--- src/rtl/jk_bank_ctrl_if.sv ---
// Command channel for jk_bank_ctrl: a valid/ready handshake carrying op, mask and count length.
interface jk_bank_ctrl_if #(
  parameter int WIDTH = 4,
  parameter int CNT_W = 8
);
  logic             cmd_valid;
  logic             cmd_ready;
  logic [2:0]       cmd_op;
  logic [WIDTH-1:0] cmd_mask;
  logic [CNT_W-1:0] cmd_len;

  modport master (output cmd_valid, cmd_op, cmd_mask, cmd_len, input cmd_ready);
  modport slave  (input cmd_valid, cmd_op, cmd_mask, cmd_len, output cmd_ready);
endinterface

--- src/rtl/jk_bank_ctrl.sv ---
// Command-driven owner of a bank of JK flip-flops: decodes set/clear/toggle/count commands
// into per-bit J/K drive and holds the bank state with JK next-state semantics.
module jk_bank_ctrl #(
  parameter int WIDTH = 4,
  parameter int CNT_W = 8
) (
  input  logic             clk,
  input  logic             rst,
  jk_bank_ctrl_if.slave    cmd,
  output logic [WIDTH-1:0] j,
  output logic [WIDTH-1:0] k,
  output logic [WIDTH-1:0] q,
  output logic             busy,
  output logic             done
);

  typedef enum logic [1:0] {S_IDLE, S_EXEC, S_DONE} state_e;

  typedef enum logic [2:0] {
    OP_HOLD   = 3'd0,
    OP_SET    = 3'd1,
    OP_CLEAR  = 3'd2,
    OP_TOGGLE = 3'd3,
    OP_UP     = 3'd4,
    OP_DOWN   = 3'd5,
    OP_RSV6   = 3'd6,
    OP_RSV7   = 3'd7
  } op_e;

  state_e           state;
  op_e              op_q;
  logic [WIDTH-1:0] mask_q;
  logic [CNT_W-1:0] len_q;
  logic [CNT_W-1:0] rem;
  logic             is_count;

  assign is_count      = (op_q == OP_UP) || (op_q == OP_DOWN);
  assign busy          = (state != S_IDLE);
  assign cmd.cmd_ready = (state == S_IDLE);
  assign done          = (state == S_DONE);

  // NOTE: sequential state uses non-blocking assignments so every register samples pre-edge values.
  always_ff @(posedge clk or posedge rst) begin
    if (rst) begin
      state  <= S_IDLE;
      op_q   <= OP_HOLD;
      mask_q <= '0;
      len_q  <= '0;
      rem    <= '0;
    end else begin
      case (state)
        S_IDLE: begin
          if (cmd.cmd_valid) begin
            state  <= S_EXEC;
            op_q   <= op_e'(cmd.cmd_op);
            mask_q <= cmd.cmd_mask;
            len_q  <= cmd.cmd_len;
            rem    <= cmd.cmd_len;
          end
        end
        S_EXEC: begin
          // A count keeps stepping until the edge on which only one step remains.
          if (is_count && rem > CNT_W'(1)) begin
            rem <= rem - CNT_W'(1);
          end else begin
            state <= S_DONE;
          end
        end
        S_DONE:  state <= S_IDLE;
        default: state <= S_IDLE;
      endcase
    end
  end

  // NOTE: every always_comb output gets a default first, so no path can infer a latch.
  always_comb begin
    logic carry;
    j     = '0;
    k     = '0;
    carry = 1'b1;
    if (state == S_EXEC) begin
      case (op_q)
        OP_SET:    j = mask_q;
        OP_CLEAR:  k = mask_q;
        OP_TOGGLE: begin
          j = mask_q;
          k = mask_q;
        end
        OP_UP, OP_DOWN: begin
          // Ripple enable: bit i toggles when all lower bits are 1 (up) or all 0 (down).
          if (len_q != '0) begin
            for (int i = 0; i < WIDTH; i++) begin
              j[i]  = carry;
              k[i]  = carry;
              carry = carry & ((op_q == OP_UP) ? q[i] : ~q[i]);
            end
          end
        end
        default: begin
          j = '0;
          k = '0;
        end
      endcase
    end
  end

  always_ff @(posedge clk or posedge rst) begin
    if (rst) begin
      q <= '0;
    end else begin
      q <= (j & ~q) | (~k & q);
    end
  end

endmodule

--- src/flat_wrapper.sv ---
// flat-port wrapper written by rule: the top's interface ports become plain ports
module jk_bank_ctrl_flat 
#(
  parameter int WIDTH = 4,
  parameter int CNT_W = 8
)
  (clk, rst, j, k, q, busy, done, cmd_cmd_valid, cmd_cmd_op, cmd_cmd_mask, cmd_cmd_len, cmd_cmd_ready);
  jk_bank_ctrl_if #(.WIDTH(WIDTH), .CNT_W(CNT_W)) cmd_i ();
  input  logic clk;
  input  logic rst;
  output logic [WIDTH-1:0] j;
  output logic [WIDTH-1:0] k;
  output logic [WIDTH-1:0] q;
  output logic busy;
  output logic done;
  input wire logic [$bits(cmd_i.cmd_valid)-1:0] cmd_cmd_valid;
  input wire logic [$bits(cmd_i.cmd_op)-1:0] cmd_cmd_op;
  input wire logic [$bits(cmd_i.cmd_mask)-1:0] cmd_cmd_mask;
  input wire logic [$bits(cmd_i.cmd_len)-1:0] cmd_cmd_len;
  output wire logic [$bits(cmd_i.cmd_ready)-1:0] cmd_cmd_ready;
  assign cmd_i.cmd_valid = cmd_cmd_valid;
  assign cmd_i.cmd_op = cmd_cmd_op;
  assign cmd_i.cmd_mask = cmd_cmd_mask;
  assign cmd_i.cmd_len = cmd_cmd_len;
  assign cmd_cmd_ready = cmd_i.cmd_ready;
  jk_bank_ctrl #(.WIDTH(WIDTH), .CNT_W(CNT_W)) u_core (.clk(clk), .rst(rst), .cmd(cmd_i), .j(j), .k(k), .q(q), .busy(busy), .done(done));
endmodule
--- config.mk ---
export PLATFORM = sky130hd
export DESIGN_NAME = jk_bank_ctrl_flat
export DESIGN_NICKNAME = d
export VERILOG_FILES = /design/src/rtl/jk_bank_ctrl_if.sv /design/src/rtl/jk_bank_ctrl.sv /design/src/flat_wrapper.sv
export SDC_FILE = /design/constraint.sdc
export NUM_CORES = 1
export LEC_CHECK = 0
export CAP_MARGIN = 10
export CORE_ASPECT_RATIO = 1.4
export CORE_MARGIN = 2
export CORE_UTILIZATION = 50
export CTS_CLUSTER_DIAMETER = 120
export DETAILED_ROUTE_END_ITERATION = 12
export PLACE_DENSITY_LB_ADDON = 0.12
export SLEW_MARGIN = 20
export SYNTH_ARGS = -nofsm -noshare
export SYNTH_HDL_FRONTEND = slang
export SYNTH_SLANG_ARGS = --single-unit
--- constraint.sdc ---
create_clock -name clk -period 3.2 [get_ports clk]
set_clock_uncertainty 0.2 [all_clocks]
set_input_delay 0.64 -clock clk [delete_from_list [all_inputs] [get_ports clk]]
set_output_delay 0.64 -clock clk [all_outputs]
set_load 0.02 [all_outputs]
==> qor.csv, run 1 <==
stage,metric,value,unit
outcome,outcome,finished clean,
sta,hold_viol_final,0,
placement,port_buffers,32,
die,dieArea,3871,sq um
logic_synthesis,ys_seq_elements,29,
cells_and_area,final_cell_mix,"nand2_1, dfrtp_1, clkdlybuf4s50_1",
logic_synthesis,ys_dominant_reg_cell,dfrtp_1,
min_path,hold_class,flop to flop,
sta,period_minus_slack,3.095,ns
sta,slew_headroom,55.38,%
clock_network,cts_max_level,2,
worst_setup_path,crit_type,flop to primary output,
logic_synthesis,netlist_top_cells_area,"dfrtp_1, nand2_1, a21oi_1, o221ai_1, inv_1",
detailed_routing,wl_met2,2286,microns
global_routing,grt_usage,23.48,%
logic_synthesis,syn_nets,217,
worst_setup_path,endpoint_kind,primary output,
power,powerDensity,927.2,nW/um^2
power,leakage,0.0009692,uW
logic_synthesis,synth-edff-count,0,
global_routing,grt-ovfl-total,0,
clock_network,cts-root-buf,clkbuf_8,
worst_setup_path,required,2.36,ns
logic_synthesis,ys_types,48,
detailed_routing,drt-total-wl,4185,microns
logic_synthesis,synth_area_leader_cell,dfrtp_1,
worst_setup_path,cp.arrival,2.25,ns
clock_network,clk_pin_slew,0.07,ns
die,io_pins,33,
detailed_routing,via_count,1549,
clock_network,cts_tree,built,
sta,fmax,0.3231,GHz
detailed_routing,vias_per_cell,5.737,
die,die_h,72.82,microns
detailed_routing,top_layer,met4,
logic_synthesis,synth_top_area_share,42.90,%
die,rows,25,
detailed_routing,first_iter_violations,66,
logic_synthesis,ys_seq_area_share,42.90,%
sta,setup_tns,0,ns
placement,dp_hpwl,3043,microns
global_routing,grt_pass1_vias,1503,
logic_synthesis,netlist_area,1692,sq um
worst_setup_path,start_kind,flop,
clock_network,clkSinkCount,29,
cells_and_area,final_common_cell,nand2_1,
clock_network,cts_buffer_depth,2,
detailed_routing,final_antenna_net_count,0,
detailed_routing,wl_met3,227,microns
detailed_routing,drt_pass1_iterations,4,
die,core_area,3316,sq um
worst_setup_path,crit_fanout,5,
power,irDropWorstVdd,0.6743,mV
global_routing,grt_pass1_wl,6561,microns
global_routing,antenna_found_initial,0,
cells_and_area,area_growth,25.59,%
sta,rsz0062_at_grt,false,
detailed_routing,drc,0,
placement,gp_congestion,0.8079,
power,power.total,1970,uW
die,die_x,53.16,microns
cells_and_area,layout.nets,249,
cells_and_area,antenna_cells,0,
die,initial_core_util,51.02,%
logic_synthesis,synth_warnings,0,
logic_synthesis,syn_avg_cell_area,8.587,sq um
logic_synthesis,synthCells,197,
clock_network,cts_buffers,5,
detailed_routing,wl_met1,1610,microns
sta,setup_viol,0,
sta,slew_viol_final,0,
detailed_routing,wl_per_cell,15.50,microns
sta,tightest_slew,0.6678,ns
global_routing,grt_start_max_net_pins,30,
sta,period_share,96.71,%
cells_and_area,drive_above_1_share,9.565,%
logic_synthesis,synthArstFlopShare,100.0,%
clock_network,insertion_delay,0.28,ns
flow_run,maxCapViolations,0,
power breakdown:
part,switching (uW),internal [uW]
combinational,548,410
sequential,185,536
clock,141,150
cells in the mapped netlist (2+ instances only):
master,n
a211o_1,3
a211oi_1,2
a21oi_1,10
a31oi_1,2
a41oi_1,2
buf_2,2
clkbuf_1,5
dfrtp_1,29
ha_1,2
inv_1,11
nand2_1,59
nand3_1,3
nor2_1,7
nor2b_1,6
nor3_1,7
nor3b_1,2
o21ai_0,2
o21ai_1,3
o221ai_1,5
o22ai_2,2
o2bb2a_4,2
o2bb2ai_1,2
or3_1,3
or4_1,2
per-layer routing:
metal	vias to the layer above	global-route usage, %
met2	46	41.39
met4	0	10.26
li1	755	-
met5	-	0
met3	6	5.943
met1	742	25.97
final timing paths:
check / to / cells past startpoint / from / slack, ns
setup / recovery: j[1] / 4 / u_core.len_q[3]$_DFFE_PP0P_ / 0.11
max in group asynchronous: u_core.q[3]$_DFF_PP0_ / 3 / rst / 1.99
setup reg to reg: u_core.rem[6]$_DFFE_PP0P_ / 4 / u_core.rem[4]$_DFFE_PP0P_ / 1.04
hold reg to reg: u_core.len_q[1]$_DFFE_PP0P_ / 2 / u_core.len_q[1]$_DFFE_PP0P_ / 0.27
min in group asynchronous: u_core.mask_q[3]$_DFFE_PP0P_ / 3 / rst / 0.53
hold / removal: u_core.len_q[1]$_DFFE_PP0P_ / 2 / u_core.len_q[1]$_DFFE_PP0P_ / 0.27
flip-flops by register name, indices dropped and copies added, names as in the netlist:
name and cells:
u_core.len_q 8, u_core.mask_q 4, u_core.op_q 3, u_core.q 4, u_core.rem 8, u_core.state 2
through the flow:
step / setup slack (ns) / utilization (%) / cell area (sq um) / instances / hold WS, ns
2_1_floorplan: 0.8272 / - / 1692 / 197 / 0.2370
3_3_place_gp: 0.3041 / 61.32 / 2033 / 262 / 0.2484
3_5_place_dp: 0.2419 / 61.32 / 2033 / 262 / 0.2593
4_1_cts: 0.001047 / 63.92 / 2120 / 270 / 0.2743
5_1_grt: 0.01396 / 64.08 / 2125 / 270 / 0.3033
6_report: 0.1054 / 64.08 / 2125 / 270 / 0.2715
final cells by class:
| class | count | area (sq um) |
|---|---|---|
| clock buffer | 6 | 72.57 |
| clock inverter | 2 | 10.01 |
| fill | 299 | 1191 |
| inverter | 12 | 47.55 |
| multi-input combinational | 147 | 880.8 |
| sequential | 29 | 725.7 |
| tap | 40 | 50.05 |
| timing repair buffer | 34 | 337.8 |
what timing repair did:
item                                    CTS  global route
pin swaps                                 1             1
hold buffers                              0             0
endpoints found under the setup margin    1             3
setup buffers                             0             0
resized for setup                         3             3
critical path, stage by stage (launching register included):
cell and delay (ns):
dfrtp_1 0.37, or4_1 0.62, o211ai_2 0.30, a21oi_1 0.12, clkdlybuf4s50_1 0.56
cell families (layout without fill, tap and decap cells):
family / count (synthesis) / after routing / synth area share [%]
xor+xnor: 1 / 1 / 0.5178
flops: 29 / 29 / 42.90
simple gates: 97 / 97 / 27.22
compound gates: 47 / 47 / 22.49
fa+ha+maj: 2 / 2 / 1.479
buf+inv: 21 / 54 / 5.400
Power figures use the tool's default switching activity.
==> run 2, diff against run 1 <==
--- a/config.mk
+++ b/config.mk
@@ -11,7 +11,8 @@
 export CORE_UTILIZATION = 50
 export CTS_CLUSTER_DIAMETER = 120
 export DETAILED_ROUTE_END_ITERATION = 12
-export PLACE_DENSITY_LB_ADDON = 0.12
+export PLACE_DENSITY = 0.79
+export RECOVER_POWER = 50
 export SLEW_MARGIN = 20
 export SYNTH_ARGS = -nofsm -noshare
 export SYNTH_HDL_FRONTEND = slang
==> run 2 against run 1 <==
Against the previous run: the run now ends with capacitance limit, slew limit left; cell count increased by 0.37%; flip-flop and latch count unchanged; sequential share of layout area decreased by 0.22 points; total power increased by 1.3%; die area unchanged; core utilization increased by 0.42 points; first-iteration DRC count decreased by 15%.
==> qor.csv, run 2 (synthesized netlist as in run 1, its figures left out) <==
stage,metric,value,unit
worst_setup_path,rr_startpoint,u_core.rem[0]$_DFFE_PP0P_,
clock_network,insertion_delay,0.28,ns
die,initial_core_util,51.02,%
power,powerDensity,933.6,nW/um^2
flow_run,maxCapViolations,1,
die,io_pins,33,
detailed_routing,drc,0,
worst_setup_path,cp_top_family,buffers and inverters,
min_path,worstHoldPathCells,2,
worst_setup_path,start_kind,flop,
global_routing,grt-ovfl-total,0,
worst_setup_path,rr_endpoint,u_core.rem[2]$_DFFE_PP0P_,
placement,dp_hpwl,2820,microns
die,die_h,72.82,microns
sta,period_share,98.41,%
worst_setup_path,worstPathCellList,"or4_1, o211ai_2, buf_4, a21oi_1, clkdlybuf4s50_1",
worst_setup_path,crit_fanout,3,
worst_setup_path,regToRegSetupSlack,1.01,ns
die,dieArea,3871,sq um
global_routing,grt_pass1_wl,6596,microns
cells_and_area,fin_cells,271,
outcome,violations,"capacitance limit, slew limit",
worst_setup_path,cp.arrival,2.31,ns
worst_setup_path,crit_start,u_core.len_q[0]$_DFFE_PP0P_,
sta,setup_tns,0,ns
detailed_routing,vias_per_cell,5.587,
power,power.total,1996,uW
global_routing,grtUsageMet2,39.86,%
detailed_routing,wl_per_cell,14.70,microns
cells_and_area,final_cell_mix,"nand2_1, dfrtp_1, clkdlybuf4s50_1",
cells_and_area,fill_cells,306,
power,leakage,0.0009509,uW
worst_setup_path,required,2.36,ns
global_routing,gr-usage-met1,27.98,%
clock_network,clk_pin_slew,0.06,ns
sta,period_minus_slack,3.149,ns
clock_network,cts_tree,built,
detailed_routing,via_count,1514,
global_routing,grt_pass1_vias,1407,
worst_setup_path,crit_type,flop to primary output,
detailed_routing,first_iter_violations,56,
detailed_routing,drt_pass1_iterations,4,
global_routing,grt_busiest_layer,met2,
clock_network,cts_max_level,2,
power,irDropWorstVdd,0.6021,mV
global_routing,grtUsageMet3,6.762,%
sta,slew_headroom,-3.352,%
global_routing,grt_usage,23.61,%
sta,setup_viol,0,
clock_network,cts_buffers,5,
die,rows,25,
sta,hold_viol_final,0,
clock_network,cts_buffer_depth,2,
clock_network,clkSinkCount,29,
worst_setup_path,worstRegToRegCells,6,
placement,port_buffers,32,
detailed_routing,drt-total-wl,3983,microns
worst_setup_path,worst-path-buf-inv,2,
clock_network,cts-root-buf,clkbuf_8,
cells_and_area,reg.largest.list,"u_core.len_q x8, u_core.rem x8",
cells_and_area,area_growth,26.41,%
sta,tightest_slew,1.550,ns
min_path,min_from,u_core.len_q[7]$_DFFE_PP0P_,
sta,slew_viol_final,30,
cells_and_area,antenna_cells,0,
worst_setup_path,endpoint_kind,primary output,
worst_setup_path,max_stage_delay,0.62,ns
die,core_area,3316,sq um
min_path,min_to,u_core.len_q[7]$_DFFE_PP0P_,
worst_setup_path,cp_slowest_cell,or4_1,
detailed_routing,final_antenna_net_count,0,
global_routing,grt_start_max_net_pins,30,
cells_and_area,drive_above_1_share,9.524,%
global_routing,antenna_found_initial,0,
min_path,hold_class,flop to flop,
placement,gp_congestion,0.8187,
die,die_x,53.16,microns
placement,dp.cells,263,
cells_and_area,final_common_cell,nand2_1,
cells_and_area,layout.nets,251,
sta,fmax,0.3176,GHz
outcome,outcome,finished with violations,
-- run 2: cell types whose count changed in the layout (fill, tap and decap cells not counted) --
cell            delta
clkbuf_1           +1
and2_0             +1
dlygate4sd2_1      -1
dlymetal6s2s_1     -1
clkbuf_8           +1
buf_4              +1
clkinv_2           -2
dlygate4sd3_1      +2
and2_1             -1
-- run 2: final cells by class --
| type | count | area [sq um] | share of cell area (%) |
|---|---|---|---|
| Tap cell | 40 | 50.05 | 2.341 |
| Clock buffer | 7 | 86.33 | 4.037 |
| Inverter | 12 | 47.55 | 2.224 |
| Timing Repair Buffer | 36 | 347.8 | 16.27 |
| Sequential cell | 29 | 725.7 | 33.94 |
| Multi-Input combinational cell | 147 | 880.8 | 41.19 |
-- run 2: worst max path at each step --
| stage | to | slack, ns | depth (start not counted) |
|---|---|---|---|
| 6_report | k[1] | 0.05 | 5 |
| 2_1_floorplan | j[3] | 0.83 | 5 |
| 3_5_place_dp | k[2] | 0.24 | 5 |
| 5_1_grt | k[1] | -0.02 | 5 |
| 3_3_place_gp | k[2] | 0.32 | 5 |
| 4_1_cts | j[3] | 0.02 | 5 |
-- run 2: per-layer routing --
metal / wire, microns / vias to the layer above
met5: 0 / -
met4: 78 / 0
met3: 153 / 8
met2: 2076 / 35
met1: 1675 / 717
li1: - / 754
-- run 2: timing repair --
| item | in CTS | in global routing |
|---|---|---|
| endpoints found under the setup margin | 1 | 2 |
| resized for setup | 3 | 1 |
| hold buffers | 0 | 0 |
| pin swaps | 0 | 1 |
| gates cloned | 0 | 0 |
| setup buffers | 0 | 1 |
-- run 2: power by group --
part / switching, uW / internal (uW)
sequential: 182 / 536
clock: 137 / 170
combinational: 548 / 423
-- run 2: metrics by stage --
step	hold WS [ns]	util, %	setup WS, ns	instance area, sq um
after floorplan	0.2370	-	0.8272	1692
after global placement	0.2517	61.55	0.3173	2041
after detailed placement	0.2604	61.55	0.2427	2041
after CTS	0.2752	64.30	0.01598	2132
after global routing	0.2878	64.49	-0.01984	2138
final	0.2730	64.49	0.05103	2138
-- run 2: worst register-to-register path, cell delays in order, from the launching register on --
cell     delay [ns]
dfrtp_1        0.45
inv_1          0.07
ha_1           0.25
nor2_1         0.19
o311a_1        0.56
o22ai_1        0.24
a22oi_2        0.16
==> run 3, diff against run 2 <==
--- a/config.mk
+++ b/config.mk
@@ -7,11 +7,12 @@
 export LEC_CHECK = 0
 export CAP_MARGIN = 10
 export CORE_ASPECT_RATIO = 1.4
-export CORE_MARGIN = 2
+export CORE_MARGIN = 5
 export CORE_UTILIZATION = 50
 export CTS_CLUSTER_DIAMETER = 120
 export DETAILED_ROUTE_END_ITERATION = 12
-export PLACE_DENSITY = 0.79
+export DONT_BUFFER_PORTS = 1
+export PLACE_DENSITY = 0.66
 export RECOVER_POWER = 50
 export SLEW_MARGIN = 20
 export SYNTH_ARGS = -nofsm -noshare
==> constraint.sdc (replaced) <==
create_clock -name clk -period 3.5 [get_ports clk]
set_clock_uncertainty 0.2 [all_clocks]
set_input_delay 0.7 -clock clk [delete_from_list [all_inputs] [get_ports clk]]
set_output_delay 0.7 -clock clk [all_outputs]
set_load 0.02 [all_outputs]
==> run 3 against run 2 <==
Against the previous run: the run now ends clean; largest power group unchanged; first-iteration DRC count grew 36%; via count decreased by 4.4%; routed wire length grew 1.4%; critical endpoint is now k[2]; clock-buffer cell count stayed put.
==> qor.csv, run 3 (synthesized netlist as in run 1, its figures left out) <==
stage,metric,value,unit
flow_run,maxCapViolations,0,
worst_setup_path,crit_fanout,3,
cells_and_area,layout.nets,216,
placement,placed_area,1705,sq um
sta,whs,0.2736,ns
cells_and_area,multiInputGateArea,874.6,sq um
die,initial_core_util,51.02,%
cells_and_area,reg.largest.list,"u_core.len_q x8, u_core.rem x8",
cells_and_area,fin_area,1807,sq um
sta,tightest_slew,1.081,ns
cells_and_area,area_growth,6.805,%
clock_network,post_cts_buffers,0,
min_path,hold_class,flop to flop,
clock_network,cts_tree,built,
global_routing,grt_pass1_vias,1558,
global_routing,grt-ovfl-total,0,
worst_setup_path,crit_type,flop to primary output,
clock_network,clkSinkCount,29,
sta,period_minus_slack,2.872,ns
global_routing,grt_pass1_wl,6893,microns
sta,setup_viol,0,
clock_network,cts-root-buf,clkbuf_8,
cells_and_area,final_cell_mix,"nand2_1, dfrtp_1, inv_1",
clock_network,cts_buffer_depth,2,
worst_setup_path,cp.arrival,1.97,ns
sta,period_share,82.05,%
power,leakage,0.0008046,uW
sta,rsz0062_at_grt,false,
detailed_routing,first_iter_violations,76,
placement,port_buffers,0,
cells_and_area,fill_cells,320,
global_routing,grt_start_max_net_pins,30,
min_path,min_from,u_core.len_q[3]$_DFFE_PP0P_,
worst_setup_path,regToRegSetupSlack,1.26,ns
clock_network,cts_max_level,2,
detailed_routing,drt-total-wl,4037,microns
detailed_routing,vias_per_cell,6.110,
clock_network,insertion_delay,0.28,ns
cells_and_area,regArea,725.7,sq um
die,io_pins,33,
die,rows,25,
outcome,outcome,finished clean,
sta,hold_viol_final,0,
clock_network,clk_pin_slew,0.06,ns
worst_setup_path,worstRegToRegCells,5,
cells_and_area,drive_above_1_share,10.66,%
worst_setup_path,required,2.60,ns
detailed_routing,wl_per_cell,17.03,microns
placement,pre_cts_ws,0.9885,ns
die,die_h,78.82,microns
sta,slew_viol_final,0,
clock_network,ctsResizeCount,0,
placement,dp_hpwl,2985,microns
sta,slew_headroom,27.85,%
sta,fmax,0.3482,GHz
placement,gp_congestion,0.8890,
die,die_x,59.16,microns
sta,setup_tns,0,ns
min_path,worstHoldPathCells,2,
sta,fin_ws,0.6283,ns
cells_and_area,antenna_cells,0,
min_path,min_to,u_core.len_q[3]$_DFFE_PP0P_,
cells_and_area,final_common_cell,nand2_1,
detailed_routing,via_count,1448,
die,dieArea,4663,sq um
detailed_routing,drc,0,
worst_setup_path,rr_endpoint,u_core.rem[2]$_DFFE_PP0P_,
clock_network,cts-hold-fix-buffers,0,
worst_setup_path,start_kind,flop,
die,core_area,3316,sq um
detailed_routing,final_antenna_net_count,0,
worst_setup_path,endpoint_kind,primary output,
clock_network,cts_buffers,5,
power,powerDensity,951.7,nW/um^2
power,irDropWorstVdd,0.5951,mV
detailed_routing,drt_pass1_iterations,4,
global_routing,grt_usage,19.21,%
worst_setup_path,rr_startpoint,u_core.state[0]$_DFFE_PP0P_,
global_routing,antenna_found_initial,0,
run 3: cell types whose count changed in the layout (fill, tap and decap cells not counted), moves of 2 or more:
cell	before	now
buf_4	3	1
clkdlybuf4s50_1	28	0
clkbuf_1	2	0
dlygate4sd3_1	2	0
run 3: worst max-delay path, cell delays in order (launching register included):
cell      delay (ns)
dfrtp_1         0.37
or4_1           0.58
o221ai_1        0.28
a21boi_0        0.29
nor2_1          0.17
run 3: worst max path at each step:
| stage | startpoint | endpoint | slack, ns |
|---|---|---|---|
| global placement | u_core.len_q[0]$_DFFE_PP0P_ | k[2] | 1.02 |
| global route | u_core.len_q[3]$_DFFE_PP0P_ | k[2] | 0.42 |
| detailed placement | u_core.len_q[0]$_DFFE_PP0P_ | k[2] | 0.99 |
| CTS | u_core.len_q[0]$_DFFE_PP0P_ | k[2] | 0.67 |
| floorplan | u_core.op_q[2]$_DFFE_PP0P_ | j[3] | 1.07 |
| finish | u_core.len_q[0]$_DFFE_PP0P_ | k[2] | 0.63 |
run 3: power by group:
| group | switching, uW | total (uW) | internal (uW) |
|---|---|---|---|
| sequential | 189 | 678 | 490 |
| combinational | 456 | 737 | 281 |
| clock | 127 | 304 | 177 |
| total | 771 | 1720 | 948 |
run 3: layout make-up:
class / instances / area share [%]
Tap cell: 40 / 2.770
Inverter: 12 / 2.632
Clock inverter: 1 / 0.2770
Timing Repair Buffer: 1 / 0.4155
Sequential cell: 29 / 40.17
Clock buffer: 7 / 5.332
Multi-Input combinational cell: 147 / 48.41
run 3: layer usage:
| metal | vias up | wire, microns | track usage, % | share of wire, % |
|---|---|---|---|---|
| met2 | 57 | 2215 | 33.85 | 55 |
| met3 | 6 | 264 | 5.528 | 6.5 |
| li1 | 690 | - | - | - |
| met5 | - | 0 | 0 | 0 |
| met1 | 695 | 1520 | 20.60 | 38 |
| met4 | 0 | 36 | 8.617 | 0.89 |
run 3: stage by stage:
| stage | power [uW] | util [%] | cells |
|---|---|---|---|
| after global placement | 1382 | 51.43 | 229 |
| after global routing | 1865 | 54.49 | 237 |
| after CTS | 1737 | 54.49 | 237 |
| after floorplan | 1262 | - | 197 |
| after detailed placement | 1422 | 51.43 | 229 |
| final | 1719 | 54.49 | 237 |
